### src/rtl/axil_user_arbiter.sv
// Round-robin arbiter sharing the axilite_master user command port between
// NUM_REQ requesters, one transaction in flight system-wide, with a watchdog.
module axil_user_arbiter #(
    parameter int unsigned NUM_REQ     = 2,
    parameter int unsigned ADDR_W      = 32,
    parameter int unsigned DATA_W      = 32,
    parameter int unsigned TIMEOUT_CYC = 256
) (
    input  logic                           aclk,
    input  logic                           areset,
    input  logic [NUM_REQ-1:0]             req_valid,
    output logic [NUM_REQ-1:0]             req_ready,
    input  logic [NUM_REQ-1:0]             req_w_r,
    input  logic [NUM_REQ*ADDR_W-1:0]      req_addr,
    input  logic [NUM_REQ*DATA_W-1:0]      req_data,
    input  logic [NUM_REQ*(DATA_W/8)-1:0]  req_strb,
    output logic [NUM_REQ-1:0]             rsp_valid,
    input  logic [NUM_REQ-1:0]             rsp_ready,
    output logic [DATA_W-1:0]              rsp_data,
    output logic [1:0]                     rsp_status,
    output logic [$clog2(NUM_REQ)-1:0]     grant_id,
    output logic                           busy,
    output logic                           user_start,
    output logic                           user_w_r,
    output logic [ADDR_W-1:0]              user_addr_in,
    output logic [DATA_W-1:0]              user_data_in,
    output logic [DATA_W/8-1:0]            user_data_strb,
    input  logic                           user_free,
    input  logic [1:0]                     user_status,
    input  logic [DATA_W-1:0]              user_data_out,
    input  logic                           user_data_out_valid
);

    localparam int unsigned ID_W   = $clog2(NUM_REQ);
    localparam int unsigned STRB_W = DATA_W / 8;
    localparam int unsigned CNT_W  = (TIMEOUT_CYC > 1) ? $clog2(TIMEOUT_CYC) : 1;

    typedef enum logic [2:0] {
        S_IDLE,
        S_ISSUE,
        S_WAIT,
        S_RESP,
        S_DRAIN
    } state_t;

    state_t            state;
    logic [ID_W-1:0]   last_grant;
    logic [CNT_W-1:0]  tmo_cnt;
    logic              timed_out;

    logic [ADDR_W-1:0] addr_arr [NUM_REQ];
    logic [DATA_W-1:0] data_arr [NUM_REQ];
    logic [STRB_W-1:0] strb_arr [NUM_REQ];

    logic [ID_W-1:0]   sel;
    logic [ID_W-1:0]   idx;
    logic              any_sel;
    logic              grant_fire;

    // Unflatten the per-requester payload buses
    for (genvar gi = 0; gi < NUM_REQ; gi++) begin : g_unpack
        assign addr_arr[gi] = req_addr[gi*ADDR_W +: ADDR_W];
        assign data_arr[gi] = req_data[gi*DATA_W +: DATA_W];
        assign strb_arr[gi] = req_strb[gi*STRB_W +: STRB_W];
    end

    // First valid requester searching upward from last_grant+1 with wrap
    always_comb begin
        sel     = '0;
        idx     = '0;
        any_sel = 1'b0;
        for (int unsigned k = 1; k <= NUM_REQ; k++) begin
            idx = ID_W'((32'(last_grant) + k) % NUM_REQ);
            if (!any_sel && req_valid[idx]) begin
                sel     = idx;
                any_sel = 1'b1;
            end
        end
    end

    assign grant_fire = (state == S_IDLE) && user_free && any_sel && !areset;
    assign req_ready  = grant_fire ? (NUM_REQ'(1'b1) << sel) : '0;
    assign busy       = (state != S_IDLE);

    always_ff @(posedge aclk) begin
        if (areset) begin
            state          <= S_IDLE;
            last_grant     <= ID_W'(NUM_REQ - 1);
            tmo_cnt        <= '0;
            timed_out      <= 1'b0;
            grant_id       <= '0;
            rsp_valid      <= '0;
            rsp_data       <= '0;
            rsp_status     <= '0;
            user_start     <= 1'b0;
            user_w_r       <= 1'b0;
            user_addr_in   <= '0;
            user_data_in   <= '0;
            user_data_strb <= '0;
        end else begin
            case (state)
                S_IDLE: begin
                    if (grant_fire) begin
                        user_w_r       <= req_w_r[sel];
                        user_addr_in   <= addr_arr[sel];
                        user_data_in   <= data_arr[sel];
                        user_data_strb <= strb_arr[sel];
                        grant_id       <= sel;
                        last_grant     <= sel;
                        user_start     <= 1'b1;
                        state          <= S_ISSUE;
                    end
                end
                S_ISSUE: begin
                    user_start <= 1'b0;
                    tmo_cnt    <= '0;
                    state      <= S_WAIT;
                end
                // A completion on the expiry cycle still counts as a normal completion
                S_WAIT: begin
                    if (user_data_out_valid) begin
                        rsp_data   <= user_w_r ? '0 : user_data_out;
                        rsp_status <= user_status;
                        timed_out  <= 1'b0;
                        rsp_valid  <= NUM_REQ'(1'b1) << grant_id;
                        state      <= S_RESP;
                    end else if ((TIMEOUT_CYC != 0) && (tmo_cnt == CNT_W'(TIMEOUT_CYC - 1))) begin
                        rsp_data   <= '0;
                        rsp_status <= 2'b11;
                        timed_out  <= 1'b1;
                        rsp_valid  <= NUM_REQ'(1'b1) << grant_id;
                        state      <= S_RESP;
                    end else begin
                        tmo_cnt <= tmo_cnt + CNT_W'(1);
                    end
                end
                S_RESP: begin
                    if (rsp_ready[grant_id]) begin
                        rsp_valid <= '0;
                        state     <= timed_out ? S_DRAIN : S_IDLE;
                    end
                end
                // Wait for the master to shake off the abandoned transaction
                S_DRAIN: begin
                    if (user_free) begin
                        state <= S_IDLE;
                    end
                end
                default: state <= S_IDLE;
            endcase
        end
    end

endmodule

### config.mk
export PLATFORM = sky130hd
export DESIGN_NAME = axil_user_arbiter
export DESIGN_NICKNAME = d
export VERILOG_FILES = /design/src/rtl/axil_user_arbiter.sv
export SDC_FILE = /design/constraint.sdc
export NUM_CORES = 1
export LEC_CHECK = 0
export BUFFER_PORTS_ARGS = -buffer_cell sky130_fd_sc_hd__buf_2
export CORE_MARGIN = 4
export CORE_UTILIZATION = 44
export DETAILED_ROUTE_END_ITERATION = 8
export PLACE_DENSITY_LB_ADDON = 0.12
export SYNTH_ARGS = -nofsm -noshare
export SYNTH_HDL_FRONTEND = slang
export SYNTH_SLANG_ARGS = --single-unit
### constraint.sdc
create_clock -name aclk -period 2.5 [get_ports aclk]
set_clock_uncertainty 0.15 [all_clocks]
set_input_delay 0.25 -clock aclk [delete_from_list [all_inputs] [get_ports aclk]]
set_output_delay 0.25 -clock aclk [all_outputs]
set_load 0.005 [all_outputs]
# == After elaboration in Yosys (flattened, before gate mapping) ==
# Cells that the tools add are included.
# word_totals
regBits,120
# op_classes
n_mux,45
n_reduce_logical,18
order_cmp,5
eq_ne,11
add_sub_neg,3
bitwise_logic,1
shift,2
# op_table
operator,count
2-to-1 mux 32 bit,9
2-to-1 mux 3 bit,6
2-to-1 mux 8 bit,2
case mux 8 bit (2 select lines),1
2-to-1 mux 1 bit,15
case mux 3 bit (5 select lines),1
2-to-1 mux 2 bit,6
2-to-1 mux 4 bit,3
"inequality test 2 bit, second input constant",5
"adder 8 x 1 -> 8 bit, second input constant",1
"== test 8 bit, second input constant",1
"< comparator 1 x 2 -> 1 bit, second input constant",4
nonzero test 2 bit,4
"== test 3 x 2 -> 1 bit, second input constant",2
AND reduction 2 bit,3
AND reduction 3 bit,2
logical AND 1 bit,4
case mux 2 bit (2 select lines),1
AND reduction 4 bit,1
"left shift 1 x 1 -> 2 bit, first input constant",2
"== test 3 x 1 -> 1 bit, second input constant",1
"== test 3 bit, second input constant",1
zero test 3 bit,1
"inequality test 3 bit, second input constant",1
6 further kinds,8

# == Logic depth before layout (Yosys ltp) ==
# logic_depth
ltp_word,11
ltp_mapped,6
mapped_depth_nobuf,5

# == Least setup slack after synthesis ==
# No wires, ideal clock.
# synth_timing
path_kind,register -> register
start,register tmo_cnt[0]
end,register tmo_cnt[2]
slack_ns,0.603
required_ns,2.228
arrival_ns,1.625
stages_incl_launch_ff,6
period_less_slack_ns,1.897
setup_time_ns,0.122
cell_sequence,dfxtp_1 -> ha_1 -> and3_1 -> a211o_1 -> and2_1 -> a221o_1
# synth_via
elab_chain_len,4
word_cells_on_any_way,7
# synth_rtl
element,line,source
"start, declared",48,logic [CNT_W-1:0] tmo_cnt;
"start signal, assigned",134,tmo_cnt <= tmo_cnt + CNT_W'(1);
adder 8 x 1 -> 8 bit,134,
2-to-1 mux 8 bit,127,end else if ((TIMEOUT_CYC != 0) && (tmo_cnt == CNT_W'(TIMEOUT_CYC - 1))) begin
2-to-1 mux 8 bit,121,if (user_data_out_valid) begin
case mux 8 bit (2 select lines),101,case (state)
# Several ways; a longest one is shown, not always the timed one. The select of a mux whose other input is x is not followed.
# A chain may end at the register's enable or synchronous reset.

# == Worst setup path after layout ==
# layout_timing
start,input user_free
end,output req_ready[0]
# layout_via
elab_chain_len,4
# layout_rtl
element,line,source
"start, declared",28,"input logic user_free,"
logical AND 1 bit (3 in a row),81,assign grant_fire = (state == S_IDLE) && user_free && any_sel && !areset;
2-to-1 mux 2 bit,82,assign req_ready = grant_fire ? (NUM_REQ'(1'b1) << sel) : '0;
"end, declared",12,"output logic [NUM_REQ-1:0] req_ready,"
# No other way between the ends.

==> out/metrics.cfg <==
[run_status]
outcome=finished, violations left
violations=hold timing

[floorplan]
ios=290
die_x_um=113
die_y_um=113
core.rowCount=38
initial_core_util=0.450
fp.coreArea_um2=10900
die_area_um2=12900

[worst_setup_path]
cp_data_required_time_ps=2100
max_stage_delay_ps=550
path_buf_inv=3
start_kind=input pin
criticalPathCategory=in2out
cp-end-kind=output pin
cp.arrival_ps=1880
cpLargestDelayFamily=buffers and inverters
crit_path_top_delay_cell=dlygate4sd3_1
path_cells=dlygate4sd3_1, buf_2, o21ai_1, or4_1, nor3_1, buf_2
cp_common_cell=buf_2
cp_max_fo=4

[clock_tree]
clock_sinks=120
insertion_delay_ps=510
cts_tree=built
ctsResizeCount=0
htree_levels=4
path_clk_slew_ps=50
numCtsBuffers=17
cts_root_buf=clkbuf_8
cts_buffer_depth=2

[sta]
slew_headroom=0.667
worst_pin_slew_ps=493
slew_viol_final=0
setup_viol=0
fin_crit_sh=0.912
fin_setup_tns_ps=0
finalCriticalPeriod_ps=2280
hold_slack_ps=-28.3
hold_viol=1
fmax_mhz=439
grt_setup_unrepaired=false

[logic_synthesis]
synthesis.area_um2=4900
synth-main-ff-cell=dfxtp_1
yosysWarningCount=0
yosys_register_bits=120
avgSynthCellArea_um2=10.0
netlist_instances=488
ys_seq_area_frac=0.491
synth_cell_types=46
synth_fp_nets=669
synth-edff-count=0
async_flop_share=0

[detailed_routing]
drc=0
firstDrtPassIters=5
drtIter0Drc=282
routed_wl_um=18900
routedWlPerCell_um=17.4
vias_per_cell=5.30
detail-route-antenna-nets=0
num_vias=5752

[power_and_ir_drop]
share_seq_of_total_power=0.403
p_clk_frac=0.387
power.leakage_nw=4.06
p_int_w=0.00395
sw_frac_of_total=0.257
p_switching_w=0.00137
ir_drop_v=0.000435
combPwrFrac=0.209
p_total_w=0.00532
cellPowerDensity_nw_per_um2=614

[placement]
dp_hpwl_um=11300
placed_area_um2=6550
placed_cells=894
portBuffers=289
globalplace.congestion=0.886

[worst_hold_path]
hp-class=in2reg

[global_route]
grt_pass1_vias=5988
grt_pass1_wl_um=29300
grt_use_total=0.285
antenna_found_initial=1
grt.overflow.total=0
grt_max_degree=74

[finish]
drive_gt1_frac=0.363
area_growth_pct=77.0
fin_area_um2=8670
fin_cells=1086
nNetsFinal=1114

[run]
maxCapViolations=0

## cell type report
cell class | count | area (µm²)
repair buffers | 468 | 3240
flip-flops and latches | 120 | 2400
multi-input cells | 323 | 2340
fillers | 635 | 2220
clock buffers | 26 | 478
well taps | 140 | 175
clock inverters | 4 | 20.0
inverters | 3 | 11.3
diodes | 2 | 5.00
## worst reg2reg max path, cell delays in order, from the launching register on
cell	delay, ps
dfxtp_1	350
a21boi_4	190
buf_12	170
buf_4	180
mux2i_1	250
dlygate4sd3_1	600
a211oi_1	80
## sequential cells by signal, indices dropped and copies added (netlist names)
register / flops
rsp_data: 32
user_addr_in: 32
user_data_in: 32
tmo_cnt: 8
user_data_strb: 4
state: 3
rsp_status: 2
rsp_valid: 2
grant_id: 1
last_grant: 1
timed_out: 1
user_start: 1
user_w_r: 1
## cells by family (layout without fill, tap and decap cells)
kind of cell	after synthesis	in the layout	synth area share
AOI/OAI and AO/OA	132	132	0.209
DFF	120	120	0.491
and+or+nand+nor	119	119	0.114
muxes	71	71	0.145
buffers and inverters	45	501	0.0378
adders and majority gates	1	1	0.00256
other	0	2	0
## placed cells by master, fill, tap and decap left out, types with 2 or more instances in the layout
cell,instances
and3_1,4
diode_2,2
nand3b_1,2
nor3_1,5
clkinv_2,4
buf_12,4
a22o_1,33
a211oi_1,71
mux2i_1,70
a31oi_1,4
nor2_1,75
inv_1,3
buf_4,17
clkbuf_1,6
o21a_1,2
buf_2,289
o21ai_1,2
o221a_2,2
dlygate4sd3_1,158
clkbuf_16,16
a211o_1,2
a21oi_1,5
dfxtp_1,120
or4_1,2
nor4b_1,2
clkbuf_8,4
o21ai_0,2
nand3_1,7
nand2_1,9
## synth_stat cells, types with 3 or more instances
master | instances | area [µm²]
and3_1 | 4 | 25.0
a211oi_1 | 71 | 533
dfxtp_1 | 120 | 2400
clkbuf_1 | 27 | 101
nand3_1 | 7 | 35.0
a21oi_1 | 6 | 30.0
inv_1 | 3 | 11.3
buf_2 | 13 | 65.1
nor3_1 | 5 | 25.0
nand2_1 | 9 | 33.8
a31oi_1 | 4 | 25.0
nor2_1 | 75 | 282
mux2i_1 | 70 | 701
a22o_1 | 33 | 289
## power by group through the flow
stage | Sequential [W] | Clock, W | Combinational, W
floorplan | 0.00218 | 0 | 0.000408
global placement | 0.00217 | 0 | 0.000811
detailed placement | 0.00217 | 0 | 0.000829
CTS | 0.00214 | 0.00208 | 0.00106
global route | 0.00216 | 0.00217 | 0.00121
finish | 0.00215 | 0.00206 | 0.00111
## final timing paths
kind	cells after the start	slack, ps	from	end
worst min-delay path	3	-30	req_addr[24]	user_addr_in[24]$_SDFFE_PP0P_
worst max-delay path	6	220	user_free	req_ready[0]
worst max register to register	6	400	last_grant$_SDFFE_PP1P_	user_addr_in[15]$_SDFFE_PP0P_
worst min register to register	1	320	rsp_data[8]$_SDFFE_PP0P_	rsp_data[8]$_SDFFE_PP0P_
## per-layer routing
layer	global-route usage	share of wire	up-vias
li1	-	-	2722
met1	0.306	0.37	2621
met2	0.493	0.49	327
met3	0.0785	0.079	82
met4	0.179	0.056	0
met5	0	0	-
## repair_timing
action / 4_1_cts / 5_1_grt
buffers inserted: 0 / 2
endpoints found under the setup margin: 0 / 2
hold buffers: 158 / 0
endpoints found under the hold margin: 99 / 0
## per-stage QoR
step / utilization / setup WS (ps)
3_5_place_dp: 0.602 / 464
5_1_grt: 0.796 / 91.8
3_3_place_gp: 0.602 / 504
2_1_floorplan: - / 603
6_report: 0.796 / 221
4_1_cts: 0.793 / 96.6
(Power assumes the default switching activity.)
